<file path="src/rtl/mem_req_ctrl.sv">
// Request/response sequencer in front of a single-port synchronous RAM with one-cycle read latency.
// Optional whole-array zero sweep on init_start is compiled in with `define CLEAR_SWEEP_EN.
module mem_req_ctrl #(
  parameter int DATA_WIDTH = 8,
  parameter int ADDR_WIDTH = 10,
  parameter int RAM_DEPTH  = 1 << ADDR_WIDTH
) (
  input  logic                  clk,
  input  logic                  reset,
  input  logic                  init_start,
  output logic                  init_busy,
  input  logic                  req_valid,
  output logic                  req_ready,
  input  logic                  req_write,
  input  logic [ADDR_WIDTH-1:0] req_addr,
  input  logic [DATA_WIDTH-1:0] req_wdata,
  output logic                  rsp_valid,
  input  logic                  rsp_ready,
  output logic [DATA_WIDTH-1:0] rsp_rdata,
  output logic [ADDR_WIDTH-1:0] mem_addr,
  output logic [DATA_WIDTH-1:0] mem_write_data,
  output logic                  mem_write_enable,
  input  logic [DATA_WIDTH-1:0] mem_read_data
);

  typedef enum logic [2:0] {
    IDLE,
    RD_ISSUE,
    RD_CAPT,
    RSP
`ifdef CLEAR_SWEEP_EN
    , CLEAR
`endif
  } state_t;

  state_t                state, state_nxt;
  logic [ADDR_WIDTH-1:0] mem_addr_nxt;
  logic [DATA_WIDTH-1:0] mem_wdata_nxt;
  logic                  mem_we_nxt;
  logic                  rsp_valid_nxt;
  logic [DATA_WIDTH-1:0] rsp_rdata_nxt;
  logic                  accept;

`ifdef CLEAR_SWEEP_EN
  localparam logic [ADDR_WIDTH-1:0] LAST_ADDR = ADDR_WIDTH'(RAM_DEPTH - 1);
  logic [ADDR_WIDTH-1:0] clr_cnt, clr_cnt_nxt;

  // init_start wins over a same-cycle request, so ready drops with it.
  assign req_ready = reset && (state == IDLE) && !init_start;
  assign init_busy = (state == CLEAR);
`else
  logic unused_init_start;

  assign unused_init_start = init_start;
  assign req_ready = reset && (state == IDLE);
  assign init_busy = 1'b0;
`endif

  assign accept = req_valid && req_ready;

  always_comb begin
    state_nxt     = state;
    mem_addr_nxt  = mem_addr;
    mem_wdata_nxt = mem_write_data;
    mem_we_nxt    = 1'b0;
    rsp_valid_nxt = rsp_valid;
    rsp_rdata_nxt = rsp_rdata;
`ifdef CLEAR_SWEEP_EN
    clr_cnt_nxt   = clr_cnt;
`endif
    case (state)
      IDLE: begin
`ifdef CLEAR_SWEEP_EN
        if (init_start) begin
          state_nxt   = CLEAR;
          clr_cnt_nxt = '0;
        end else
`endif
        if (accept) begin
          mem_addr_nxt = req_addr;
          if (req_write) begin
            mem_wdata_nxt = req_wdata;
            mem_we_nxt    = 1'b1;
          end else begin
            state_nxt = RD_ISSUE;
          end
        end
      end
      // RAM registers the read word on this edge.
      RD_ISSUE: state_nxt = RD_CAPT;
      RD_CAPT: begin
        rsp_rdata_nxt = mem_read_data;
        rsp_valid_nxt = 1'b1;
        state_nxt     = RSP;
      end
      RSP: begin
        if (rsp_ready) begin
          rsp_valid_nxt = 1'b0;
          state_nxt     = IDLE;
        end
      end
`ifdef CLEAR_SWEEP_EN
      CLEAR: begin
        mem_addr_nxt  = clr_cnt;
        mem_wdata_nxt = '0;
        mem_we_nxt    = 1'b1;
        clr_cnt_nxt   = clr_cnt + 1'b1;
        if (clr_cnt == LAST_ADDR) state_nxt = IDLE;
      end
`endif
      default: state_nxt = IDLE;
    endcase
  end

  always_ff @(posedge clk or negedge reset) begin
    if (!reset) begin
      state            <= IDLE;
      mem_addr         <= '0;
      mem_write_data   <= '0;
      mem_write_enable <= 1'b0;
      rsp_valid        <= 1'b0;
      rsp_rdata        <= '0;
`ifdef CLEAR_SWEEP_EN
      clr_cnt          <= '0;
`endif
    end else begin
      state            <= state_nxt;
      mem_addr         <= mem_addr_nxt;
      mem_write_data   <= mem_wdata_nxt;
      mem_write_enable <= mem_we_nxt;
      rsp_valid        <= rsp_valid_nxt;
      rsp_rdata        <= rsp_rdata_nxt;
`ifdef CLEAR_SWEEP_EN
      clr_cnt          <= clr_cnt_nxt;
`endif
    end
  end

endmodule

</file>
<file path="config.mk">
export PLATFORM = sky130hd
export DESIGN_NAME = mem_req_ctrl
export DESIGN_NICKNAME = d
export VERILOG_FILES = /design/src/rtl/mem_req_ctrl.sv
export SDC_FILE = /design/constraint.sdc
export NUM_CORES = 1
export LEC_CHECK = 0
export ABC_CLOCK_PERIOD_IN_PS = 1800
export CAP_MARGIN = 10
export CORE_MARGIN = 5
export CORE_UTILIZATION = 30
export DETAILED_ROUTE_END_ITERATION = 7
export PLACE_DENSITY = 0.67
export SETUP_SLACK_MARGIN = 0.15
export SLEW_MARGIN = 30
export SYNTH_ARGS = -nofsm -noshare
export SYNTH_HDL_FRONTEND = slang
export SYNTH_SLANG_ARGS = --single-unit
</file>
<file path="constraint.sdc">
create_clock -name clk -period 1.8 [get_ports clk]
set_input_delay 0.18 -clock clk [delete_from_list [all_inputs] [get_ports clk]]
set_output_delay 0.18 -clock clk [all_outputs]
set_load 0.01 [all_outputs]
</file>
==> results.toml, run 1 <==
[sta]
setup_viol = 0
finalCritPeriodShare_pct = 84.09
skew_ps = 3.621
max_freq_mhz = 660.7
drv_slew = 0
period_needed_ps = 1514
hold_viol = 0
setup_tns_ps = 0
rsz0062_at_grt = "no"

[min_path]
hp-class = "in2async"

[setup_path]
start_kind = "register"
crit_path_cell_trace = "inv_1, ha_2, and2_4, nand2_2, mux2_2"
critical_path_arrival_ps = 1670
end_kind = "register"
worst-path-max-fanout = 10
r2r_cells = 5
path_class = "reg2reg"
cp.required_ps = 1950
crit_slowest_cell = "dfrtp_1"
crit_path_max_incr_delay_ps = 390

[pwr]
p_total_mw = 3.197
max-vdd-ir-drop_v = 0.0007092
p_leak_nw = 0.8440
power.density_mw_per_mm2 = 1639

[route]
ant_nets = 0
drc = 0
viasPerCell = 4.344
wl_um = 2562
vias = 847
dr.pass1.iters = 2
wire_per_inst_um = 13.14
drt_iter0_drc = 28

[logic_synthesis]
syn_area_per_cell_um2 = 15.42
postSynthCellCount = 78
synth_fp_nets = 113
yosysSeqAreaShare_pct = 62.43
synth_cell_types = 16
ys_warn_count = 0
synth_area_mm2 = 0.001202
ys_seq_elements = 30

[die]
fp.dieW_um = 73.31
io_pins = 62
core_mm2 = 0.003943
initial_utilization_pct = 30.50
die_area_mm2 = 0.005374
num_rows = 23
dieHeight_um = 73.31

[clocking]
clk_path_buf_depth = 2
cts_made_buffers = 5
tritoncts = "built"
clock_sinks = 30
cts_hold_buf = 0
post_cts_buffers = 0
clk_latency_ps = 260
cts_root_buffer = "clkbuf_8"
clkTransAtPathRegs_ps = 60
cts_max_level = 2

[run_status]
status = "complete, no violations"

[cells_and_area]
layout.nets = 179
layout.cells.non_filler = 195
area_growth_pct = 62.23
diodes = 0
layout-drive-gt1-share_pct = 28.97

[global_route]
overflow = 0
grt_max_degree = 22
grt_pass1_wl_um = 4243
grt_usage_pct = 10.34
grt_pass1_vias = 959
antenna_found_initial = 0

[flow_run]
max_cap_viol_count = 0

[placement]
portBuffers = 59
dpl.cell_count = 187
hpwlAfterDp_um = 2089
place_congestion = 0.7006
## cell families (layout without fill, tap and decap cells)
group / after synthesis / after routing / synth area share, %
DFF: 30 / 30 / 62.43
adders and majority gates: 3 / 3 / 3.122
and+or+nand+nor: 7 / 7 / 4.372
other: 1 / 1 / 0.3119
buffers and inverters: 7 / 74 / 2.705
muxes: 28 / 28 / 26.12
AOI/OAI and AO/OA: 2 / 2 / 0.9365
## layout make-up
cell class                      count  area, um2
Clock inverter                      1      5.005
Sequential cell                    30      750.7
Tap cell                           50      62.56
Fill cell                         343       1992
Clock buffer                        7      86.33
Timing Repair Buffer               62      608.1
Inverter                            4      15.01
Multi-Input combinational cell     41      422.9
## layout by cell type, fill, tap and decap left out
master / instances
a21oi_1: 1
and2_4: 1
buf_4: 3
clkbuf_1: 1
clkbuf_2: 1
clkbuf_8: 6
clkdlybuf4s50_1: 58
clkinv_2: 1
conb_1: 1
dfrtp_1: 30
ha_1: 2
ha_2: 1
inv_1: 4
mux2_2: 27
mux2i_1: 1
nand2_2: 1
nand3_4: 1
nand3b_1: 1
nor2_1: 2
nor2b_1: 1
o22ai_1: 1
## final timing paths
| kind | from | endpoint | slack [ps] |
|---|---|---|---|
| setup reg to reg | state[1] | mem_addr[8] | 290 |
| min in group clk | mem_addr[4] | mem_addr[4] | 500 |
| max in group asynchronous | reset | rsp_rdata[4] | 1220 |
| hold / removal | reset | mem_write_data[4] | 310 |
| hold reg to reg | mem_addr[4] | mem_addr[4] | 500 |
| setup / recovery | state[1] | mem_addr[8] | 290 |
## cells in the mapped netlist (all sizes together)
master | instances | area [um2]
o22ai | 1 | 6.260
nor2 | 2 | 7.510
and2 | 1 | 7.510
nand2 | 1 | 6.260
inv | 4 | 15.01
nor2b | 1 | 6.260
mux2i | 1 | 10.01
nand3 | 1 | 17.52
conb | 1 | 3.750
dfrtp | 30 | 750.7
ha | 3 | 37.54
mux2 | 27 | 304.0
a21oi | 1 | 5.000
buf | 3 | 17.52
nand3b | 1 | 7.510
## power breakdown
| group | total [mW] | switching (mW) | leakage, nW | internal (mW) |
|---|---|---|---|---|
| Sequential | 1.17 | 0.163 | 0.358 | 1.01 |
| Combinational | 1.49 | 0.532 | 0.438 | 0.962 |
| Clock | 0.528 | 0.221 | 0.0482 | 0.307 |
## registers in the layout (all words and copies together) (netlist names)
| signal | cells |
|---|---|
| mem_addr | 10 |
| mem_write_data | 8 |
| mem_write_enable | 1 |
| rsp_rdata | 8 |
| rsp_valid | 1 |
| state | 2 |
## per-layer routing
| metal | part of all wire, % | global-route usage (%) |
|---|---|---|
| met5 | 0 | 0 |
| met4 | 0.74 | 3.622 |
| met3 | 9.9 | 4.514 |
| met2 | 54 | 18.27 |
| met1 | 36 | 10.89 |
## metrics by stage
step	worst slack, ps	util (%)	instance area, um2	hold slack, ps
after floorplan	253.0	-	1202	-115.6
after global placement	159.3	47.19	1861	486.8
after detailed placement	150.0	47.19	1861	495.3
after CTS	188.6	49.57	1954	298.9
after global routing	182.8	49.48	1951	320.4
final	286.4	49.48	1951	305.0
## critical path: cells and delay by family (launching register included)
kind | cells | cell delay [ps]
multiplexers | 1 | 370
flip-flops | 1 | 390
buffers and inverters | 1 | 70
adder cells (fa/ha/maj) | 1 | 190
AND/OR/NAND/NOR | 2 | 380
## what timing repair did
action	CTS	global route
resized for setup	3	2
hold endpoints to repair	0	0
endpoints found under the setup margin	1	1
Power figures use the tool's default switching activity.
==> inputs of run 2 (changes only) <==
--- a/config.mk
+++ b/config.mk
@@ -5,12 +5,12 @@
 export SDC_FILE = /design/constraint.sdc
 export NUM_CORES = 1
 export LEC_CHECK = 0
-export ABC_CLOCK_PERIOD_IN_PS = 1800
+export ABC_CLOCK_PERIOD_IN_PS = 1300
 export CAP_MARGIN = 10
 export CORE_MARGIN = 5
 export CORE_UTILIZATION = 30
 export DETAILED_ROUTE_END_ITERATION = 7
-export PLACE_DENSITY = 0.67
+export PLACE_DENSITY = 0.7
 export SETUP_SLACK_MARGIN = 0.15
 export SLEW_MARGIN = 30
 export SYNTH_ARGS = -nofsm -noshare
==> constraint.sdc (replaced) <==
create_clock -name clk -period 1.3 [get_ports clk]
set_input_delay 0.13 -clock clk [delete_from_list [all_inputs] [get_ports clk]]
set_output_delay 0.13 -clock clk [all_outputs]
set_load 0.01 [all_outputs]
==> run 2 against run 1 <==
  * The run now ends with negative setup slack left
  * Largest power group unchanged
  * Sequential power rose by 41%
  * Total power rose by 58%
  * Cell count rose by 7.7%
  * Maximum frequency rose by 4.0%
  * Largest cell class unchanged
  * Sequential share of layout area fell by 5.1 points
  * Via count rose by 11%
  * Wire length rose by 34%
  * Register-to-register slack got worse by 440 ps
  * Setup slack got worse by 440 ps
==> results.toml, run 2 (synthesis gave the netlist of run 1 again) <==
[run_status]
status = "finished with violations"
violations = "negative setup slack"

[clocking]
clkTransAtPathRegs_ps = 60
clk_latency_ps = 280
tritoncts = "built"
cts_max_level = 2
clock_sinks = 30
cts_made_buffers = 5
clk_path_buf_depth = 2
cts_root_buffer = "clkbuf_8"
cts_hold_buf = 0

[global_route]
grt_pass1_vias = 1102
grt_max_degree = 20
overflow = 0
grt_pass1_wl_um = 5388
grt_usage_pct = 13.33
antenna_found_initial = 0

[setup_path]
cp_top_family = "flip-flops"
end_kind = "register"
crit_path_max_incr_delay_ps = 400
critical_path_arrival_ps = 1620
crit_slowest_cell = "dfrtp_1"
cp.required_ps = 1460
path_class = "reg2reg"
crit_path_cell_trace = "inv_2, ha_4, and2_4, buf_12, nand3_4, mux2_4"
crit_buf_inv = 2
worst-path-max-fanout = 5
start_kind = "register"

[pwr]
max-vdd-ir-drop_v = 0.001097
p_leak_nw = 1.086
power.density_mw_per_mm2 = 2245

[route]
vias = 936
drc = 0
wl_um = 3425
viasPerCell = 4.457
dr.pass1.iters = 3
drt_iter0_drc = 15
ant_nets = 0
wire_per_inst_um = 16.31

[die]
io_pins = 62
fp.dieW_um = 73.31
num_rows = 23
initial_utilization_pct = 30.50
core_mm2 = 0.003943
dieHeight_um = 73.31
die_area_mm2 = 0.005374

[sta]
setup_viol = 30
period_needed_ps = 1455
skew_ps = 6.477
hold_viol = 0
rsz0062_at_grt = "yes"
drv_slew = 0
max_freq_mhz = 687.3
fin_ws_ps = -155.0
setup_tns_ps = -3178
finalCritPeriodShare_pct = 111.9
timing.hold.ws_ps = 264.5

[placement]
hpwlAfterDp_um = 2320
dpl.cell_count = 193
place_congestion = 0.6701
portBuffers = 59

[cells_and_area]
layout.nets = 195
top_register = "mem_addr"
area_growth_pct = 86.99
reg_top3 = "mem_addr (10), mem_write_data (8), rsp_rdata (8)"
largest_register_ffs = 10
diodes = 0
layout.cells.non_filler = 210
layout-drive-gt1-share_pct = 40.00
final_cell_mix = "clkdlybuf4s50_1, dfrtp_1, dlygate4sd2_1"
filler_cell_count = 308

[min_path]
hp-class = "in2async"

[flow_run]
max_cap_viol_count = 0
[run 2: layer usage]
| layer | global-route usage, % | wire length, um | vias up |
|---|---|---|---|
| li1 | - | - | 429 |
| met5 | 0 | 0 | - |
| met1 | 15.50 | 1335 | 459 |
| met2 | 21.65 | 1747 | 41 |
| met3 | 6.019 | 307 | 7 |
| met4 | 4.829 | 34 | 0 |
[run 2: final timing paths]
path | from | endpoint | slack (ps) | cells after the start
setup / recovery | state[0] | mem_write_data[3] | -150 | 6
hold / removal | reset | state[0] | 260 | 2
setup reg to reg | state[0] | mem_write_data[3] | -150 | 6
hold reg to reg | mem_addr[5] | mem_addr[5] | 500 | 1
max in group asynchronous | reset | mem_addr[6] | 790 | 2
min in group clk | req_wdata[0] | mem_write_data[0] | 460 | 2
[run 2: cell type report]
type | instances | area, um2 | share of cell area (%)
inverter | 4 | 15.01 | 0.6678
tap | 50 | 62.56 | 2.782
multi-input combinational | 43 | 608.1 | 27.05
timing repair buffer | 76 | 735.7 | 32.72
sequential | 30 | 750.7 | 33.39
clock buffer | 7 | 76.32 | 3.395
[run 2: through the flow]
| stage | setup WS (ps) | area, um2 | power, mW | utilization, % |
|---|---|---|---|---|
| 2_1_floorplan | -92.36 | 1266 | 2.735 | - |
| 3_3_place_gp | -184.0 | 1982 | 3.978 | 50.27 |
| 3_5_place_dp | -246.9 | 1982 | 4.072 | 50.27 |
| 4_1_cts | -131.2 | 2172 | 4.893 | 55.09 |
| 5_1_grt | -194.8 | 2248 | 5.351 | 57.03 |
| 6_report | -155.0 | 2248 | 5.048 | 57.03 |
[run 2: timing repair]
| item | CTS | global route |
|---|---|---|
| resized for setup | 52 | 15 |
| cloned | 2 | 0 |
| buffers inserted | 6 | 2 |
| pin swaps | 5 | 2 |
| endpoints found under the setup margin | 58 | 31 |
[run 2: worst reg2reg max path, cell delays in order (launching register included)]
cell and delay, ps:
dfrtp_1 400, inv_2 90, ha_4 140, and2_4 150, buf_12 130, nand3_4 110, mux2_4 320
[run 2: where the power goes]
group	switching (mW)	total, mW	internal [mW]
logic	1.01	2.69	1.68
registers	0.252	1.65	1.40
clock network	0.338	0.706	0.368
total	1.60	5.05	3.45
